[src/rtl/nibble_serial_addsub_pkg.sv]
// nibble_serial_addsub_pkg: state encodings and nibble width shared by the serial adder/subtractor.
package nibble_serial_addsub_pkg;
    localparam int NIB_W = 4;
    typedef enum logic [1:0] {IDLE = 2'd0, RUN = 2'd1, DONE = 2'd2} state_t;
endpackage

[src/rtl/nibble_serial_addsub_cla4.sv]
// cla4: 4-bit carry-lookahead adder, one nibble of the serial datapath.
module cla4 (
    input  logic [3:0] a,
    input  logic [3:0] b,
    input  logic       c0,
    output logic [3:0] sum,
    output logic       c4
);
    logic [3:0] g, p;
    logic [3:1] c;
    assign g = a & b;
    assign p = a ^ b;
    assign c[1] = g[0] | (p[0] & c0);
    assign c[2] = g[1] | (p[1] & g[0]) | (p[1] & p[0] & c0);
    assign c[3] = g[2] | (p[2] & g[1]) | (p[2] & p[1] & g[0]) | (p[2] & p[1] & p[0] & c0);
    assign c4 = g[3] | (p[3] & g[2]) | (p[3] & p[2] & g[1]) | (p[3] & p[2] & p[1] & g[0])
              | (p[3] & p[2] & p[1] & p[0] & c0);
    assign sum = p ^ {c, c0};
endmodule

[src/rtl/nibble_serial_addsub.sv]
// nibble_serial_addsub: WIDTH-bit add/sub, one CLA4 nibble per clock, LSB nibble first.
// Define NIBSER_FLAGS_EN to add registered ovf/zero flags.
module nibble_serial_addsub
    import nibble_serial_addsub_pkg::*;
#(
    parameter int WIDTH = 16
) (
    input  logic             clk,
    input  logic             rst,
    input  logic             in_valid,
    output logic             in_ready,
    input  logic             op_sub,
    input  logic [WIDTH-1:0] a,
    input  logic [WIDTH-1:0] b,
    input  logic             cin,
    output logic             out_valid,
    input  logic             out_ready,
    output logic [WIDTH-1:0] result,
`ifdef NIBSER_FLAGS_EN
    output logic             ovf,
    output logic             zero,
`endif
    output logic             cout
);
    localparam int NIB = WIDTH / NIB_W;
    localparam int CW = $clog2(NIB);
    localparam logic [CW-1:0] LAST = CW'(NIB - 1);

    state_t state, state_n;
    logic [CW-1:0] cnt;
    logic carry, c4;
    logic [WIDTH-1:0] a_r, b_r;
    logic [NIB_W-1:0] sum;

    cla4 u_cla4 (
        .a  (a_r[cnt*NIB_W +: NIB_W]),
        .b  (b_r[cnt*NIB_W +: NIB_W]),
        .c0 (carry),
        .sum(sum),
        .c4 (c4)
    );

    assign in_ready = state == IDLE;
    assign out_valid = state == DONE;

    always_ff @(posedge clk or posedge rst)
        if (rst) state <= IDLE;
        else state <= state_n;

    always_comb begin
        state_n = state;
        case (state)
            IDLE: state_n = in_valid ? RUN : IDLE;
            RUN: state_n = cnt == LAST ? DONE : RUN;
            DONE: state_n = out_ready ? IDLE : DONE;
            default: state_n = IDLE;
        endcase
    end

    // b is stored already inverted for subtract; carry-in of 1 completes the two's complement
    always_ff @(posedge clk or posedge rst) begin
        if (rst) begin
            cnt <= '0;
            carry <= 1'b0;
            a_r <= '0;
            b_r <= '0;
            result <= '0;
            cout <= 1'b0;
`ifdef NIBSER_FLAGS_EN
            ovf <= 1'b0;
            zero <= 1'b0;
`endif
        end else if (state == IDLE && in_valid) begin
            a_r <= a;
            b_r <= op_sub ? ~b : b;
            carry <= op_sub | cin;
            cnt <= '0;
        end else if (state == RUN) begin
            result[cnt*NIB_W +: NIB_W] <= sum;
            carry <= c4;
            cnt <= cnt + 1'b1;
            if (cnt == LAST) begin
                cout <= c4;
`ifdef NIBSER_FLAGS_EN
                // top nibble is being written this edge, so use sum directly
                ovf <= (a_r[WIDTH-1] == b_r[WIDTH-1]) && (sum[NIB_W-1] != a_r[WIDTH-1]);
                zero <= (result[WIDTH-NIB_W-1:0] == '0) && (sum == '0);
`endif
            end
        end
    end
endmodule

[config.mk]
export PLATFORM = sky130hd
export DESIGN_NAME = nibble_serial_addsub
export DESIGN_NICKNAME = d
export VERILOG_FILES = /design/src/rtl/nibble_serial_addsub_pkg.sv /design/src/rtl/nibble_serial_addsub_cla4.sv /design/src/rtl/nibble_serial_addsub.sv
export SDC_FILE = /design/constraint.sdc
export NUM_CORES = 1
export LEC_CHECK = 0
export CAP_MARGIN = 20
export CORE_MARGIN = 8
export CORE_UTILIZATION = 25
export DETAILED_ROUTE_END_ITERATION = 8
export MAX_ROUTING_LAYER = met4
export PLACE_DENSITY = 0.51
export SLEW_MARGIN = 5
export SYNTH_ARGS = -nofsm -noshare
export SYNTH_HDL_FRONTEND = slang
export SYNTH_SLANG_ARGS = --single-unit
[constraint.sdc]
create_clock -name clk -period 4.4 [get_ports clk]
set_input_delay 0.44 -clock clk [delete_from_list [all_inputs] [get_ports clk]]
set_output_delay 0.44 -clock clk [all_outputs]
set_load 0.005 [all_outputs]
### After elaboration in Yosys (flattened, before gate mapping)

Index checks and enable logic that the tools add are counted.

* equal/unequal tests: 3
* shift-type cells: 4
* reductions and logical operators: 5
* add/subtract/negate cells: 2
* multiplexer cells: 10
* bitwise gates (word level): 32

Operators with widths (number)
* $neg A4 Y34: 1
* $shift A4 B34 Y16 const A: 1
* $shiftx A4 B34 Y16: 1
* $shiftx A16 B5 Y4: 2
* $and A1 B1 Y1: 16
* $bwmux W16: 1
* $mux W16: 1
* $not A16 Y16: 1
* $or A1 B1 Y1: 11
* $mux W2: 4
* $xor A4 B4 Y4: 2
* $pmux W2 S3: 1
* $and A4 B4 Y4: 1
* $eq A2 B2 Y1 const B: 2
* $mux W1: 3
* $reduce_and A3 Y1: 1
* $add A2 B1 Y2 const B: 1
* $eq A2 B1 Y1 const B: 1
* $logic_not A2 Y1: 1
* $reduce_and A2 Y1: 1
* $reduce_bool A2 Y1: 1
* $logic_and A1 B1 Y1: 1
* $not A1 Y1: 1

* input port bits: 38
* flip-flop bits (word level): 54

### Longest topological paths before layout

Gate-level depths: netlist of the first run.

* depth in word-level cells: 9
* depth in mapped cells: 7
* depth with buffers taken out: 6

### By module

A second synthesis of the first run with hierarchy kept.

* cells, all modules: 206
* area, all modules: 2832.7 µm²

Modules (own cells, without submodules)
* nibble_serial_addsub: times used 1, area each 2685.1 µm², cells an instance 189, seq. area each 1351.3 µm²
* cla4: times used 1, area each 147.6 µm², cells an instance 17, seq. area each 0.0 µm²

### Worst setup path after synthesis of the first run

No wires, ideal clock.

* kind: register to register
* start: register cnt[0]
* end: register result[15]
* library setup time: 65 ps
* period minus slack after synthesis: 2540 ps
* required time: 4335 ps
* stages on the path, launching flop included: 8
* data arrival time: 2474 ps
* slack: 1860 ps
* buffers on the path: 1
* cell sequence: dfrtp_1 > buf_4 > mux4_2 > ha_1 > a21o_1 > and4_4 > a2111oi_4 > a22o_1

* longest elaborated chain between the ends: 9

RTL lines
* start: declaration: RTL line nibble_serial_addsub.sv:30 `logic [CW-1:0] cnt;`
* start signal: assignment: RTL line nibble_serial_addsub.sv:81 `cnt <= cnt + 1'b1;`
* $shiftx A16 B5 Y4 (on tied branches): RTL line nibble_serial_addsub.sv:36, nibble_serial_addsub.sv:37
* $xor A4 B4 Y4 / $and A4 B4 Y4 (equally long branches): RTL line nibble_serial_addsub_cla4.sv:12, nibble_serial_addsub_cla4.sv:11
* $and A1 B1 Y1: RTL line nibble_serial_addsub_cla4.sv:15 `assign c[3] = g[2] | (p[2] & g[1]) | (p[2] & p[1] & g[0]) | (p[2] & p[1] & p[0] & c0);`
* $or A1 B1 Y1 / $and A1 B1 Y1 (equally long branches) (2 in a row): RTL line nibble_serial_addsub_cla4.sv:15
* $or A1 B1 Y1: RTL line nibble_serial_addsub_cla4.sv:15
* $xor A4 B4 Y4: RTL line nibble_serial_addsub_cla4.sv:18 `assign sum = p ^ {c, c0};`
* $shiftx A4 B34 Y16: RTL line nibble_serial_addsub.sv:79 `result[cnt*NIB_W +: NIB_W] <= sum;`
* $bwmux W16 (*): RTL line nibble_serial_addsub.sv:79
* end signal: indexed assignment: RTL line nibble_serial_addsub.sv:79
* end: declaration: RTL line nibble_serial_addsub.sv:18 `output logic [WIDTH-1:0] result,`

Mark *: on every way between the ends. The rest lies on a longest branch, timed or not.
A chain may end at the register's enable or synchronous reset.

### Worst setup path in the final report of the first run

Same ends and word-level chain as after synthesis.

==> results of run 1 <==
==> cell type report <==
class	instances	area, um^2
Clock buffer	6	82.6
Fill cell	1036	6830
Inverter	4	15.0
Multi-Input combinational cell	169	1200
Sequential cell	54	1350
Tap cell	136	170
Timing Repair Buffer	58	588
==> worst register-to-register path, delay by kind of cell, from the launching register on <==
kind                       cells  cell delay (ps)
AOI/OAI and AO/OA              3              850
muxes                          1              640
adders and majority gates      1              300
and+or+nand+nor                1              210
DFF                            1              890
==> metrics by stage <==
step           power, mW  setup WS (ps)
2_1_floorplan       1.81           1860
5_1_grt             2.73           1200
6_report            2.49           1460
3_5_place_dp        2.27           1440
3_3_place_gp        2.24           1490
4_1_cts             2.54           1410
==> power by group <==
| group | internal [mW] | total [mW] | switching (mW) | leakage [nW] |
|---|---|---|---|---|
| logic | 0.638 | 1.32 | 0.685 | 0.763 |
| clock network | 0.122 | 0.268 | 0.147 | 0.0431 |
| registers | 0.720 | 0.898 | 0.177 | 0.691 |
==> cell usage after synthesis <==
library cell,instances,area share [%]
a2111oi_4,1,1.1
a21o_1,1,0.29
a21oi_1,2,0.38
a21oi_2,1,0.33
a22o_1,17,5.7
a31oi_1,1,0.24
and2_1,1,0.24
and3_1,1,0.24
and3b_1,1,0.33
and4_4,1,0.43
buf_2,4,0.76
buf_4,2,0.57
clkbuf_1,6,0.86
dfrtp_1,54,52
fa_1,1,0.76
ha_1,10,4.8
inv_1,3,0.43
inv_2,1,0.14
mux4_2,8,6.9
nand2_1,70,10
nand2_2,1,0.24
nand2b_1,1,0.24
nand3_1,2,0.38
nor2_1,2,0.29
nor2b_1,3,0.72
nor3_1,3,0.57
nor4_2,1,0.48
nor4b_4,1,0.91
o211ai_1,1,0.29
o21ai_1,19,3.6
o31ai_1,1,0.29
xnor2_1,17,5.7
xor2_1,1,0.33
==> sequential cells by signal, indices dropped and copies added (netlist names) <==
name and count:
a_r 16, b_r 16, carry 1, cnt 2, cout 1, result 16, state 2
==> logic make-up after synthesis <==
logic type / after synthesis
AOI/OAI and AO/OA: 44
and+or+nand+nor: 88
buffers and inverters: 16
xor gates and xnor gates: 18
DFF: 54
adders and majority gates: 11
muxes: 8
==> worst max-delay path by stage <==
stage,to,slack (ps)
finish,result[15],1460
floorplan,result[15],1860
detailed placement,result[15],1440
global route,result[15],1200
global placement,result[15],1490
CTS,result[15],1410
==> layer usage <==
layer	global-route usage, %	vias up
li1	-	918
met1	11.1	871
met2	15.7	38
met3	2.14	4
met4	2.61	0
met5	-	-
==> results.sh, run 1 <==
export IMPL_timing_rr_start="cnt[0]"
export IMPL_power_density_mw_per_mm2=731
export IMPL_muxShareOfSynthArea_pct=6.87
export IMPL_nNetsFinal=341
export IMPL_die_y_um=118
export IMPL_worst_path_buf_inv=0
export IMPL_antenna_found_initial=0
export IMPL_cp_top_family="flip-flops"
export IMPL_pin_count=57
export IMPL_reg2reg_slack_ps=1460
export IMPL_tns_ps=0
export IMPL_slew_viol_final=0
export IMPL_holdCritStartpoint="a_r[13]"
export IMPL_cp_slowest_cell="dfrtp_1"
export IMPL_post_cts_buffers=0
export IMPL_critPathRequiredTime_ps=4640
export IMPL_cts_hold_buf=0
export IMPL_cts_resized=0
export IMPL_worst_pin_slew_ps=933
export IMPL_drt_pass1_iterations=4
export IMPL_rsz0062_at_grt="no"
export IMPL_top_layer_used="met4"
export IMPL_yosysWarnings=0
export IMPL_track_usage_pct=9.35
export IMPL_synth_xor_area_share_pct=6.01
export IMPL_status="complete, no violations"
export IMPL_cts_made_buffers=5
export IMPL_r2r_end="result[15]"
export IMPL_wl_per_cell_um=14.1
export IMPL_core_rowCount=37
export IMPL_root_buffer="clkbuf_8"
export IMPL_synth_compound_area_share_pct=12.2
export IMPL_synth_seq_cells=54
export IMPL_met2WireLength_um=2980
export IMPL_finalCritPeriodShare_pct=66.9
export IMPL_critPathMaxStageDelay_ps=890
export IMPL_dp_cells=421
export IMPL_grt_pass1_vias=2088
export IMPL_hp_class="register to register"
export IMPL_clk_pin_slew_ps=90
export IMPL_m1WireLength_um=2760
export IMPL_synthAdderAreaFrac_pct=5.54
export IMPL_drc=0
export IMPL_start_kind="register"
export IMPL_fin_area_mm2=0.00340
export IMPL_grt_max_degree=52
export IMPL_synth_top_family_by_area="simple AND/OR/NAND/NOR gates"
export IMPL_drv_cap=0
export IMPL_hpwl_um=4680
export IMPL_peakVddDrop_v=0.000273
export IMPL_wl_met3_um=232
export IMPL_fin_hold_ws_ps=476
export IMPL_hold_path_end="a_r[13]"
export IMPL_clock_sinks=54
export IMPL_rr_worst_depth=6
export IMPL_drive_gt1_share_pct=8.25
export IMPL_die_area_mm2=0.0140
export IMPL_routed_via_density=4.29
export IMPL_syn_avg_cell_area_um2=11.0
export IMPL_routed_wl_um=6030
export IMPL_gp_congestion=0.739
export IMPL_drt_iter0_drc=52
export IMPL_grt_ovfl_total=0
export IMPL_vias=1831
export IMPL_clk_latency_ps=300
export IMPL_portBuffers=56
export IMPL_instances_no_fill=427
export IMPL_netlist_area_mm2=0.00262
export IMPL_start_util_pct=25.6
export IMPL_syn_inst=239
export IMPL_finalSetupViolations=0
export IMPL_cp_startpoint="cnt[0]"
export IMPL_maxSlewHeadroom_pct=37.6
export IMPL_antenna_cells=0
export IMPL_finalCriticalPeriod_ps=2940
export IMPL_final_common_cell="nand2_1"
export IMPL_grt_pass1_wl_um=10500
export IMPL_core_area_mm2=0.0102
export IMPL_cp_depth=6
export IMPL_clock_skew_ps=3.21
export IMPL_crit_fanout=16
export IMPL_ant_nets=0
export IMPL_worstSetupEndpointType="register"
export IMPL_fin_util_pct=33.3
export IMPL_cp_arrival_ps=3180
export IMPL_synth_simple_gate_area_share_pct=15.1
export IMPL_p_leak_nw=1.50
export IMPL_syn2layout_area_growth_pct=29.9
export IMPL_place_area_mm2=0.00332
export IMPL_crit_type="register to register"
export IMPL_synth_seq_area_share_pct=51.6
export IMPL_syn_nets=288
export IMPL_min_path_cells=2
export IMPL_crit_chain="mux4_2 -> ha_1 -> a21o_1 -> and4_4 -> a2111oi_4 -> a22o_1"
export IMPL_cts_buffer_depth=2
export IMPL_die_w_um=118
export IMPL_final_cell_mix="nand2_1, clkdlybuf4s50_1, dfrtp_1"
export IMPL_hold_violations=0
export IMPL_synth_cell_types=33
export IMPL_fmax_mhz=340
export IMPL_cts_max_level=2
export IMPL_cts_tree="done"
No activity file was read; power rests on OpenSTA's default activity.
==> run 2: changes to the inputs <==
Clock period 4.4 ns to 3.1 ns, I/O delays scaled along.
==> run 2 against run 1 <==
Effect of this change: total power grew 44%; fmax grew 7.3%; sequential share of layout area is essentially flat; critical path depth is the same; first-iteration DRC count grew 60%.
==> results.sh, run 2 (synthesis results as in run 1) <==
export IMPL_pwr_share_seq_pct=35.2
export IMPL_drive_gt1_share_pct=8.84
export IMPL_cp_slowest_cell="dfrtp_1"
export IMPL_die_y_um=118
export IMPL_start_kind="register"
export IMPL_antenna_cells=0
export IMPL_routed_via_density=4.25
export IMPL_rr_worst_depth=6
export IMPL_cts_buffer_depth=2
export IMPL_antenna_found_initial=0
export IMPL_grt_max_degree=52
export IMPL_grt_pass1_vias=1981
export IMPL_maxSlewHeadroom_pct=37.5
export IMPL_rsz0062_at_grt="no"
export IMPL_comb_power_share_pct=53.7
export IMPL_drt_pass1_iterations=4
export IMPL_start_util_pct=25.6
export IMPL_clock_sinks=54
export IMPL_clk_pin_slew_ps=90
export IMPL_final_common_cell="nand2_1"
export IMPL_status="complete, no violations"
export IMPL_routed_wl_um=6110
export IMPL_wl_per_cell_um=14.2
export IMPL_clock_skew_ps=4.68
export IMPL_hpwl_um=4750
export IMPL_swShare_pct=40.9
export IMPL_grt_pass1_wl_um=10400
export IMPL_final_cell_mix="nand2_1, clkdlybuf4s50_1, dfrtp_1"
export IMPL_hold_violations=0
export IMPL_critPathRequiredTime_ps=3340
export IMPL_syn2layout_area_growth_pct=30.0
export IMPL_clk_latency_ps=300
export IMPL_cts_made_buffers=5
export IMPL_tns_ps=0
export IMPL_track_usage_pct=9.40
export IMPL_fin_total_pwr_mw=3.58
export IMPL_finalCriticalPeriod_ps=2740
export IMPL_worst_pin_slew_ps=935
export IMPL_clockPowerShare_pct=11.1
export IMPL_post_cts_buffers=0
export IMPL_reg_top3="a_r (16), b_r (16), result (16)"
export IMPL_hp_class="input port to asynchronous set/reset pin"
export IMPL_finalCritPeriodShare_pct=88.4
export IMPL_fmax_mhz=365
export IMPL_root_buffer="clkbuf_8"
export IMPL_cts_tree="done"
export IMPL_grt_ovfl_total=0
export IMPL_r2r_end="result[15]"
export IMPL_portBuffers=56
export IMPL_crit_type="register to register"
export IMPL_ant_nets=0
export IMPL_worstSetupEndpointType="register"
export IMPL_pin_count=57
export IMPL_drt_iter0_drc=83
export IMPL_cts_hold_buf=0
export IMPL_nNetsFinal=342
export IMPL_cp_arrival_ps=2980
export IMPL_gp_congestion=0.807
export IMPL_die_area_mm2=0.0140
export IMPL_core_rowCount=37
export IMPL_crit_chain="mux4_2 -> ha_1 -> a21o_1 -> and4_4 -> a2111oi_4 -> a22o_1"
export IMPL_p_leak_nw=1.50
export IMPL_internal_power_mw=2.12
export IMPL_p_sw_mw=1.47
export IMPL_die_w_um=118
export IMPL_crit_fanout=10
export IMPL_reg2reg_slack_ps=360
export IMPL_drc=0
export IMPL_timing_rr_start="cnt[0]"
export IMPL_cts_max_level=2
export IMPL_slew_viol_final=0
export IMPL_finalSetupViolations=0
export IMPL_core_area_mm2=0.0102
export IMPL_critPathMaxStageDelay_ps=710
export IMPL_peakVddDrop_v=0.000472
export IMPL_drv_cap=0
export IMPL_vias=1828
export IMPL_power_density_mw_per_mm2=1050
export IMPL_cts_resized=0
## run 2: cell types whose count changed in the layout (fill, tap and decap cells not counted)
cell	delta
buf_4	+2
buf_12	-1
clkinv_2	+1
clkbuf_1	+1
## run 2: power groups by stage
stage / Clock (mW) / Sequential [mW] / Combinational (mW)
final: 0.398 / 1.26 / 1.92
after global placement: 0 / 1.28 / 1.92
after global routing: 0.447 / 1.32 / 2.13
after detailed placement: 0 / 1.28 / 1.96
after floorplan: 0 / 1.19 / 1.38
after CTS: 0.416 / 1.27 / 1.97
## run 2: worst max path at each step
stage                       endpoint  slack, ps  startpoint
final                     result[15]        360      cnt[0]
after global routing      result[15]        200      cnt[0]
after CTS                 result[15]        310      cnt[0]
after detailed placement  result[15]        330      cnt[0]
after global placement    result[15]        400      cnt[0]
after floorplan           result[15]        560      cnt[0]
## run 2: critical path: cells and delay by family, from the launching register on
family,cells,cell delay (ps)
AO/OA/AOI/OAI,3,850
AND/OR/NAND/NOR,1,200
multiplexers,1,620
flip-flops,1,710
adder cells (fa/ha/maj),1,310
## run 2: final cells by class
class	instances	area, um^2
Clock buffer	7	86.3
Multi-Input combinational cell	169	1200
Timing Repair Buffer	59	583
Tap cell	136	170
Clock inverter	1	5.00
Fill cell	1043	6820
Inverter	4	15.0
Sequential cell	54	1350
## run 2: metal layers
metal  vias up  track usage [%]  share of wire (%)
met5         -                -                  0
met4         0             2.92                1.4
met3         7             2.57                4.0
met2        39             15.0                 49
met1       855             11.4                 46
li1        927                -                  -
## run 2: stage by stage
stage	utilization, %	hold slack, ps	cells	setup slack [ps]	cell area [um^2]
floorplan	-	415	239	560	2620
global placement	32.4	457	422	404	3320
detailed placement	32.4	459	422	326	3320
CTS	33.3	390	430	313	3410
global route	33.3	407	430	205	3410
finish	33.3	373	430	359	3410
==> run 3: changes to the inputs <==
Settings changed: CAP_MARGIN 20 to 15.
==> results of run 3 <==
Final layout, timing and power as in run 2 (identical DEF).
